$ cat src/rtl/cgra_loader_pkg.sv
// Shared types and default geometry for the CGRA instruction loader.
// Defaults: 2 columns x 32-bit words in a 512-bit AXI beat gives 8 bundles per beat.
package cgra_loader_pkg;

    localparam int NUM_COL_DEF    = 2;
    localparam int DWIDTH_INT_DEF = 32;
    localparam int PHIT_SIZE_DEF  = 512;
    localparam int ADDR_WIDTH_DEF = 64;
    localparam int PC_WIDTH_DEF   = 12;
    localparam int MAX_BURST_DEF  = 64;

    localparam int BUNDLE_W   = NUM_COL_DEF * DWIDTH_INT_DEF;
    localparam int BPB        = PHIT_SIZE_DEF / BUNDLE_W;
    localparam int BEAT_BYTES = PHIT_SIZE_DEF / 8;

    typedef logic [BUNDLE_W-1:0] bundle_t;

    typedef enum logic [2:0] {
        ST_IDLE   = 3'd0,
        ST_ADDR   = 3'd1,
        ST_DATA   = 3'd2,
        ST_UNPACK = 3'd3,
        ST_DONE   = 3'd4
    } loader_state_e;

endpackage

$ cat src/rtl/cgra_instr_loader_unpacker.sv
// Beat buffer plus slot counter: holds one AXI beat and presents it one bundle per cycle.
module cgra_beat_unpacker #(
    parameter int PHIT_SIZE = 512,
    parameter int BUNDLE_W  = 64,
    parameter int SLOT_W    = 3
) (
    input  logic                 clk,
    input  logic                 rst,
    input  logic                 i_load,
    input  logic [PHIT_SIZE-1:0] i_beat,
    input  logic                 i_next,
    input  logic [SLOT_W-1:0]    i_slot_limit,
    output logic [BUNDLE_W-1:0]  o_bundle,
    output logic                 o_last_slot
);

    logic [PHIT_SIZE-1:0] r_beat;
    logic [SLOT_W-1:0]    r_slot;

    always_ff @(posedge clk) begin
        if (rst) begin
            r_beat <= '0;
            r_slot <= '0;
        end else if (i_load) begin
            r_beat <= i_beat;
            r_slot <= '0;
        end else if (i_next) begin
            r_slot <= r_slot + SLOT_W'(1);
        end
    end

    assign o_bundle    = r_beat[32'(r_slot) * BUNDLE_W +: BUNDLE_W];
    assign o_last_slot = (r_slot == i_slot_limit);

endmodule

$ cat src/rtl/cgra_instr_loader.sv
// AXI4 read master that fetches the CGRA instruction image and writes it,
// one bundle per cycle, into the column instruction memories.
module cgra_instr_loader
    import cgra_loader_pkg::*;
#(
    parameter int NUM_COL    = NUM_COL_DEF,
    parameter int DWIDTH_INT = DWIDTH_INT_DEF,
    parameter int PHIT_SIZE  = PHIT_SIZE_DEF,
    parameter int ADDR_WIDTH = ADDR_WIDTH_DEF,
    parameter int PC_WIDTH   = PC_WIDTH_DEF,
    parameter int MAX_BURST  = MAX_BURST_DEF
) (
    input  logic                          clk,
    input  logic                          rst,
    input  logic                          start,
    input  logic [ADDR_WIDTH-1:0]         base_addr,
    input  logic [PC_WIDTH:0]             num_bundles,
    input  logic                          m_axi_arready,
    output logic                          m_axi_arvalid,
    output logic [ADDR_WIDTH-1:0]         m_axi_araddr,
    output logic [7:0]                    m_axi_arlen,
    input  logic                          m_axi_rvalid,
    input  logic [PHIT_SIZE-1:0]          m_axi_rdata,
    input  logic                          m_axi_rlast,
    output logic                          m_axi_rready,
    output logic                          imem_we,
    output logic [PC_WIDTH-1:0]           imem_addr,
    output logic [NUM_COL*DWIDTH_INT-1:0] imem_wdata,
    output logic                          done_loader,
    output logic                          busy,
    output logic                          rlast_err
);

    localparam int BUNDLE_W_L = NUM_COL * DWIDTH_INT;
    localparam int BPB_L      = PHIT_SIZE / BUNDLE_W_L;
    localparam int SLOT_W     = (BPB_L > 1) ? $clog2(BPB_L) : 1;
    localparam int BPB_SHIFT  = $clog2(BPB_L);
    localparam int BEAT_SHIFT = $clog2(PHIT_SIZE / 8);
    localparam int CNT_W      = PC_WIDTH + 1;

    loader_state_e         r_state;
    logic [ADDR_WIDTH-1:0] r_base;
    logic [CNT_W-1:0]      r_total_beats;
    logic [CNT_W-1:0]      r_issued;
    logic [CNT_W-1:0]      r_received;
    logic [8:0]            r_burst_left;
    logic [SLOT_W-1:0]     r_last_limit;
    logic [PC_WIDTH-1:0]   r_bundle;
    logic                  r_rlast_err;

    logic [CNT_W-1:0]      w_num_clamped;
    logic [CNT_W-1:0]      w_total_beats;
    logic [CNT_W-1:0]      w_remaining;
    logic [CNT_W-1:0]      w_burst_beats;
    logic [SLOT_W-1:0]     w_slot_limit;
    logic                  w_beat_fire;
    logic                  w_exp_rlast;
    logic                  w_last_slot;
    logic [BUNDLE_W_L-1:0] w_bundle;

    assign w_num_clamped = (num_bundles > CNT_W'(1 << PC_WIDTH)) ? CNT_W'(1 << PC_WIDTH) : num_bundles;
    assign w_total_beats = (w_num_clamped + CNT_W'(BPB_L - 1)) >> BPB_SHIFT;
    assign w_remaining   = r_total_beats - r_issued;
    assign w_burst_beats = (w_remaining > CNT_W'(MAX_BURST)) ? CNT_W'(MAX_BURST) : w_remaining;
    assign w_beat_fire   = (r_state == ST_DATA) && m_axi_rvalid;
    assign w_exp_rlast   = (r_burst_left == 9'd1);
    // Only the final beat of the image may stop short of the last slot.
    assign w_slot_limit  = (r_received == r_total_beats) ? r_last_limit : SLOT_W'(BPB_L - 1);

    always_ff @(posedge clk) begin
        if (rst) begin
            r_state       <= ST_IDLE;
            r_base        <= '0;
            r_total_beats <= '0;
            r_issued      <= '0;
            r_received    <= '0;
            r_burst_left  <= '0;
            r_last_limit  <= '0;
            r_bundle      <= '0;
            r_rlast_err   <= 1'b0;
        end else begin
            case (r_state)
                ST_IDLE, ST_DONE: begin
                    if (start) begin
                        if (w_num_clamped == '0) begin
                            r_state <= ST_DONE;
                        end else begin
                            r_base        <= base_addr;
                            r_total_beats <= w_total_beats;
                            r_last_limit  <= SLOT_W'(w_num_clamped - CNT_W'(1));
                            r_issued      <= '0;
                            r_received    <= '0;
                            r_bundle      <= '0;
                            r_rlast_err   <= 1'b0;
                            r_state       <= ST_ADDR;
                        end
                    end
                end
                ST_ADDR: begin
                    if (m_axi_arready) begin
                        r_issued     <= r_issued + w_burst_beats;
                        r_burst_left <= 9'(w_burst_beats);
                        r_state      <= ST_DATA;
                    end
                end
                ST_DATA: begin
                    if (m_axi_rvalid) begin
                        // Progress follows our own beat count; a wrong rlast is only flagged.
                        if (m_axi_rlast != w_exp_rlast) begin
                            r_rlast_err <= 1'b1;
                        end
                        r_received   <= r_received + CNT_W'(1);
                        r_burst_left <= r_burst_left - 9'd1;
                        r_state      <= ST_UNPACK;
                    end
                end
                ST_UNPACK: begin
                    r_bundle <= r_bundle + PC_WIDTH'(1);
                    if (w_last_slot) begin
                        if (r_burst_left != '0) begin
                            r_state <= ST_DATA;
                        end else if (r_received != r_total_beats) begin
                            r_state <= ST_ADDR;
                        end else begin
                            r_state <= ST_DONE;
                        end
                    end
                end
                default: r_state <= ST_IDLE;
            endcase
        end
    end

    cgra_beat_unpacker #(
        .PHIT_SIZE (PHIT_SIZE),
        .BUNDLE_W  (BUNDLE_W_L),
        .SLOT_W    (SLOT_W)
    ) u_unpacker (
        .clk          (clk),
        .rst          (rst),
        .i_load       (w_beat_fire),
        .i_beat       (m_axi_rdata),
        .i_next       (r_state == ST_UNPACK),
        .i_slot_limit (w_slot_limit),
        .o_bundle     (w_bundle),
        .o_last_slot  (w_last_slot)
    );

    assign m_axi_arvalid = (r_state == ST_ADDR);
    assign m_axi_araddr  = m_axi_arvalid ? (r_base + (ADDR_WIDTH'(r_issued) << BEAT_SHIFT)) : '0;
    assign m_axi_arlen   = m_axi_arvalid ? 8'(w_burst_beats - CNT_W'(1)) : 8'd0;
    assign m_axi_rready  = (r_state == ST_DATA);
    assign imem_we       = (r_state == ST_UNPACK);
    assign imem_addr     = r_bundle;
    assign imem_wdata    = w_bundle;
    assign done_loader   = (r_state == ST_DONE);
    assign busy          = (r_state != ST_IDLE) && (r_state != ST_DONE);
    assign rlast_err     = r_rlast_err;

endmodule
$ cat config.mk
export PLATFORM = sky130hd
export DESIGN_NAME = cgra_instr_loader
export DESIGN_NICKNAME = d
export VERILOG_FILES = /design/src/rtl/cgra_loader_pkg.sv /design/src/rtl/cgra_instr_loader_unpacker.sv /design/src/rtl/cgra_instr_loader.sv
export SDC_FILE = /design/constraint.sdc
export NUM_CORES = 2
export LEC_CHECK = 0
export ABC_CLOCK_PERIOD_IN_PS = 5550
export BUFFER_PORTS_ARGS = -buffer_cell sky130_fd_sc_hd__buf_2
export CAP_MARGIN = 20
export CORE_AREA = 3 3 292 294
export DETAILED_ROUTE_END_ITERATION = 16
export DIE_AREA = 0 0 295 297
export SLEW_MARGIN = 20
export SYNTH_ARGS = -nofsm -noshare
export SYNTH_HDL_FRONTEND = slang
export SYNTH_SLANG_ARGS = --single-unit
$ cat constraint.sdc
create_clock -name clk -period 5.55 [get_ports clk]
set_clock_uncertainty 0.05 [all_clocks]
set_input_delay 1.3875 -clock clk [delete_from_list [all_inputs] [get_ports clk]]
set_output_delay 1.3875 -clock clk [all_outputs]
set_load 0.005 [all_outputs]
==> reports/summary.log <==
[route] DRC Markers 0
[critical_path] Slowest-stage cell, CP o311a_1
[global_routing] gr ovfl total 0
[sta] time the final worst path needs with I/O delays and setup 5.35 ns
[sta] worst hold-check slack 0.401 ns
[clocking] Clock Tree Root clkbuf_16
[sta] endpoints failing setup 0
[logic_synthesis] Mapped Area 29500 µm²
[floorplan] std cell rows 106
[final_layout] count of nets after finishing 4832
[floorplan] top-level I/O count 749
[clocking] hold-fix buffer count after cts 0
[route] Routed wire per std cell 19.8 µm
[final_layout] layout cells sized above 1 26.5%
[critical_path] data required time at the worst endpoint 4.11 ns
[sta] relative max-transition margin 32.9%
[logic_synthesis] commonest register cell after synthesis dfxtp_1
[route] total wire length 106 mm
[final_layout] final core occ 44.3%
[placement] gp weighted congestion 0.927
[sta] ratio of final minimum period to clock period 96.3%
[critical_path] element type at the critical path end primary output
[final_layout] Area growth syn-to-layout 24.8%
[critical_path] Critical Path AT 3.91 ns
[clocking] CTS tree built
[floorplan] chip width 295 µm
[logic_synthesis] cell with the most instances after synthesis nand2_1
[sta] sum of negative setup slack 0 ns
[power_and_ir_drop] maximum resistive drop on vdd 0.257 mV
[flow_run] Maximum Capacitance Violations 0
[logic_synthesis] commonest cells in the netlist 1213 x nand2_1, 643 x dfxtp_1, 627 x a21oi_1
[route] Routed Antenna Nets 0
[global_routing] first-pass GRT wire length 158 mm
[placement] count of port buffers added during placement 748
[global_routing] overall routing resource usage 23.2%
[floorplan] initial core utilization 35.5%
[clocking] Clock Latency Late Sink 0.62 ns
[floorplan] die outline height 297 µm
[hold_path] WHS Path Cells 2
[clocking] buffer levels on the longest clock path 3
[logic_synthesis] total of flip-flops plus latches after synthesis 643
[clocking] CTS H-tree lvls 3
[logic_synthesis] number of synthesized flops with an enable pin 0
[clocking] cts bufs inserted 74
[placement] placed cell count 5197
[floorplan] area of the die 87600 µm²
[logic_synthesis] fraction of post-synthesis cell area in the top cell type by area 43.6%
[global_routing] initial antenna violation count 69
[logic_synthesis] fraction of registers with async set/reset 0%
[sta] Worst-Margin Slew 1.01 ns
[power_and_ir_drop] power density over cell area 384 nW/µm²
[global_routing] pin count of the biggest net entering global routing 191
[logic_synthesis] cell type contributing the most total cell area after synthesis dfxtp_1
[critical_path] critical path class reg2out
[sta] max-slew violation count 0
[logic_synthesis] Avg Synthesized Cell Area 8.20 µm²
[route] number of violations reported at the end of detailed-routing iteration 0 2093
[run_status] outcome complete, no violations
[power_and_ir_drop] Static Leakage 0.0141 µW
[hold_path] class of the worst hold path reg2reg
[route] DR vias 27600
[logic_synthesis] number of standard cells after synthesis 3602
[critical_path] startpoint kind of the worst setup timing path register
[sta] count of endpoints failing hold in the final timing report 0
[logic_synthesis] total of warnings raised by yosys 0
[critical_path] delay contributed by the slowest stage of the critical path 0.42 ns
[final_layout] area of all placed cells without fillers 36800 µm²
[placement] Placed Area 34100 µm²
[final_layout] post-layout instance count excluding filler cells 5377
[critical_path] number of cell instances on the worst register-to-register path 20
[critical_path] worst-path cell chain inv_1 > ha_1 > nor2_1 > a211o_1 > and2_1 > o311a_1 > o2111ai_4 > or2_4 > nor2_4 > inv_1 > ha_1 > o21ai_0 > xor2_1 > nor2_1 > buf_2
[placement] HPWL after detailed placement 77.6 mm
[logic_synthesis] part of the Yosys area used for sequential elements 43.6%
[clocking] Worst-path clk slew 0.06 ns
[route] via count normalized by instance count 5.14
[logic_synthesis] number of different library cells in the post-synthesis netlist 78
[sta] Max Clock Freq 187 MHz
[logic_synthesis] synth top area cells dfxtp_1 44%, nand2_1 15%, a21oi_1 11%
[global_routing] vias in the first global route 26700
[clocking] number of sinks handled by clock tree synthesis 643
[floorplan] Placeable Area 83200 µm²
[route] Pre-Repair DR Iteration Count 5
[critical_path] largest fanout on the critical path 5
==> worst paths after layout <==
kind / startpoint / to / slack (ns)
min: u_unpacker.r_beat[198]$_SDFFE_PP0P_ / u_unpacker.r_beat[198]$_SDFFE_PP0P_ / 0.40
min reg2reg: u_unpacker.r_beat[198]$_SDFFE_PP0P_ / u_unpacker.r_beat[198]$_SDFFE_PP0P_ / 0.40
max reg2reg: r_issued[2]$_SDFFE_PP0P_ / r_issued[12]$_SDFFE_PP0P_ / 0.65
max: r_issued[2]$_SDFFE_PP0P_ / m_axi_arlen[6] / 0.20
==> registers in the layout, indices dropped and copies added (netlist names) <==
| register | cells |
|---|---|
| u_unpacker.r_beat | 512 |
| r_base | 64 |
| r_issued | 13 |
| r_received | 13 |
| imem_addr | 12 |
| r_total_beats | 10 |
| r_burst_left | 9 |
| r_last_limit | 3 |
| r_state | 3 |
| u_unpacker.r_slot | 3 |
| rlast_err | 1 |
==> report_power, final <==
part	leakage [µW]	switching, µW	internal, µW
clock network	0.00121	2090	2920
logic	0.00766	2180	1380
registers	0.00522	410	5170
total	0.0141	4690	9470
==> logic make-up (layout without fill, tap and decap cells) <==
| group | count (synthesis) | after routing | share of synthesized area [%] |
|---|---|---|---|
| AO/OA/AOI/OAI | 739 | 739 | 13.5 |
| XOR/XNOR | 107 | 107 | 3.17 |
| adder cells (fa/ha/maj) | 42 | 42 | 1.86 |
| buffers and inverters | 305 | 953 | 3.95 |
| flip-flops | 643 | 643 | 43.6 |
| multiplexers | 201 | 201 | 12.5 |
| other | 1 | 48 | 0.0127 |
| AND/OR/NAND/NOR | 1564 | 1564 | 21.4 |
==> per-stage QoR <==
stage / power [µW] / worst slack, ns
after floorplan: 7970 / 0.916
after global placement: 9170 / 0.503
after detailed placement: 9200 / 0.436
after CTS: 14200 / 0.0644
after global routing: 14900 / -0.00538
final: 14200 / 0.205
==> worst max-delay path, delay by kind of cell (launching register included) <==
family / cells / cell delay [ns]
compound gates: 4 / 1.17
xor+xnor: 1 / 0.15
fa+ha+maj: 2 / 0.61
buf+inv: 3 / 0.24
flops: 1 / 0.41
simple gates: 5 / 0.69
==> layer usage <==
metal | up-vias | GRT usage, % | wire (µm)
met5 | - | 0 | 172
met3 | 200 | 6.13 | 7920
met2 | 831 | 39.5 | 51900
met1 | 13100 | 28.2 | 43100
li1 | 13400 | - | -
met4 | 30 | 8.19 | 3360
==> timing repair <==
item,in CTS,in global routing
cloned,0,0
endpoints found under the hold margin,0,0
pin swaps,1,2
gates resized for setup,4,10
buffers inserted,0,2
setup endpoints to repair,3,3
==> cell usage in the layout (no fill, tap or decap), types with 17 or more instances in the layout <==
cell type  instances
clkbuf_1          17
buf_4             23
nand2_1         1212
nor3_1            25
mux4_2           128
xor2_1            57
xnor2_1           48
dfxtp_1          639
and3_1            17
a21oi_1          626
nand3_1           41
diode_2           46
mux2_2            65
o21ai_0           33
clkbuf_8          17
clkbuf_16         74
ha_1              39
nand4_1           37
nor2_1           152
buf_2            747
inv_1             33
==> final cells by class <==
cell class              count  area (µm²)
clock inverters            24         374
fillers                  8474       46300
clock buffers             108        2150
diodes                     46         115
well taps                1080        1350
multi-input cells        2655       15600
flip-flops and latches    643       12900
inverters                  34         128
repair buffers            787        4250
Power figures use the tool's default switching activity.
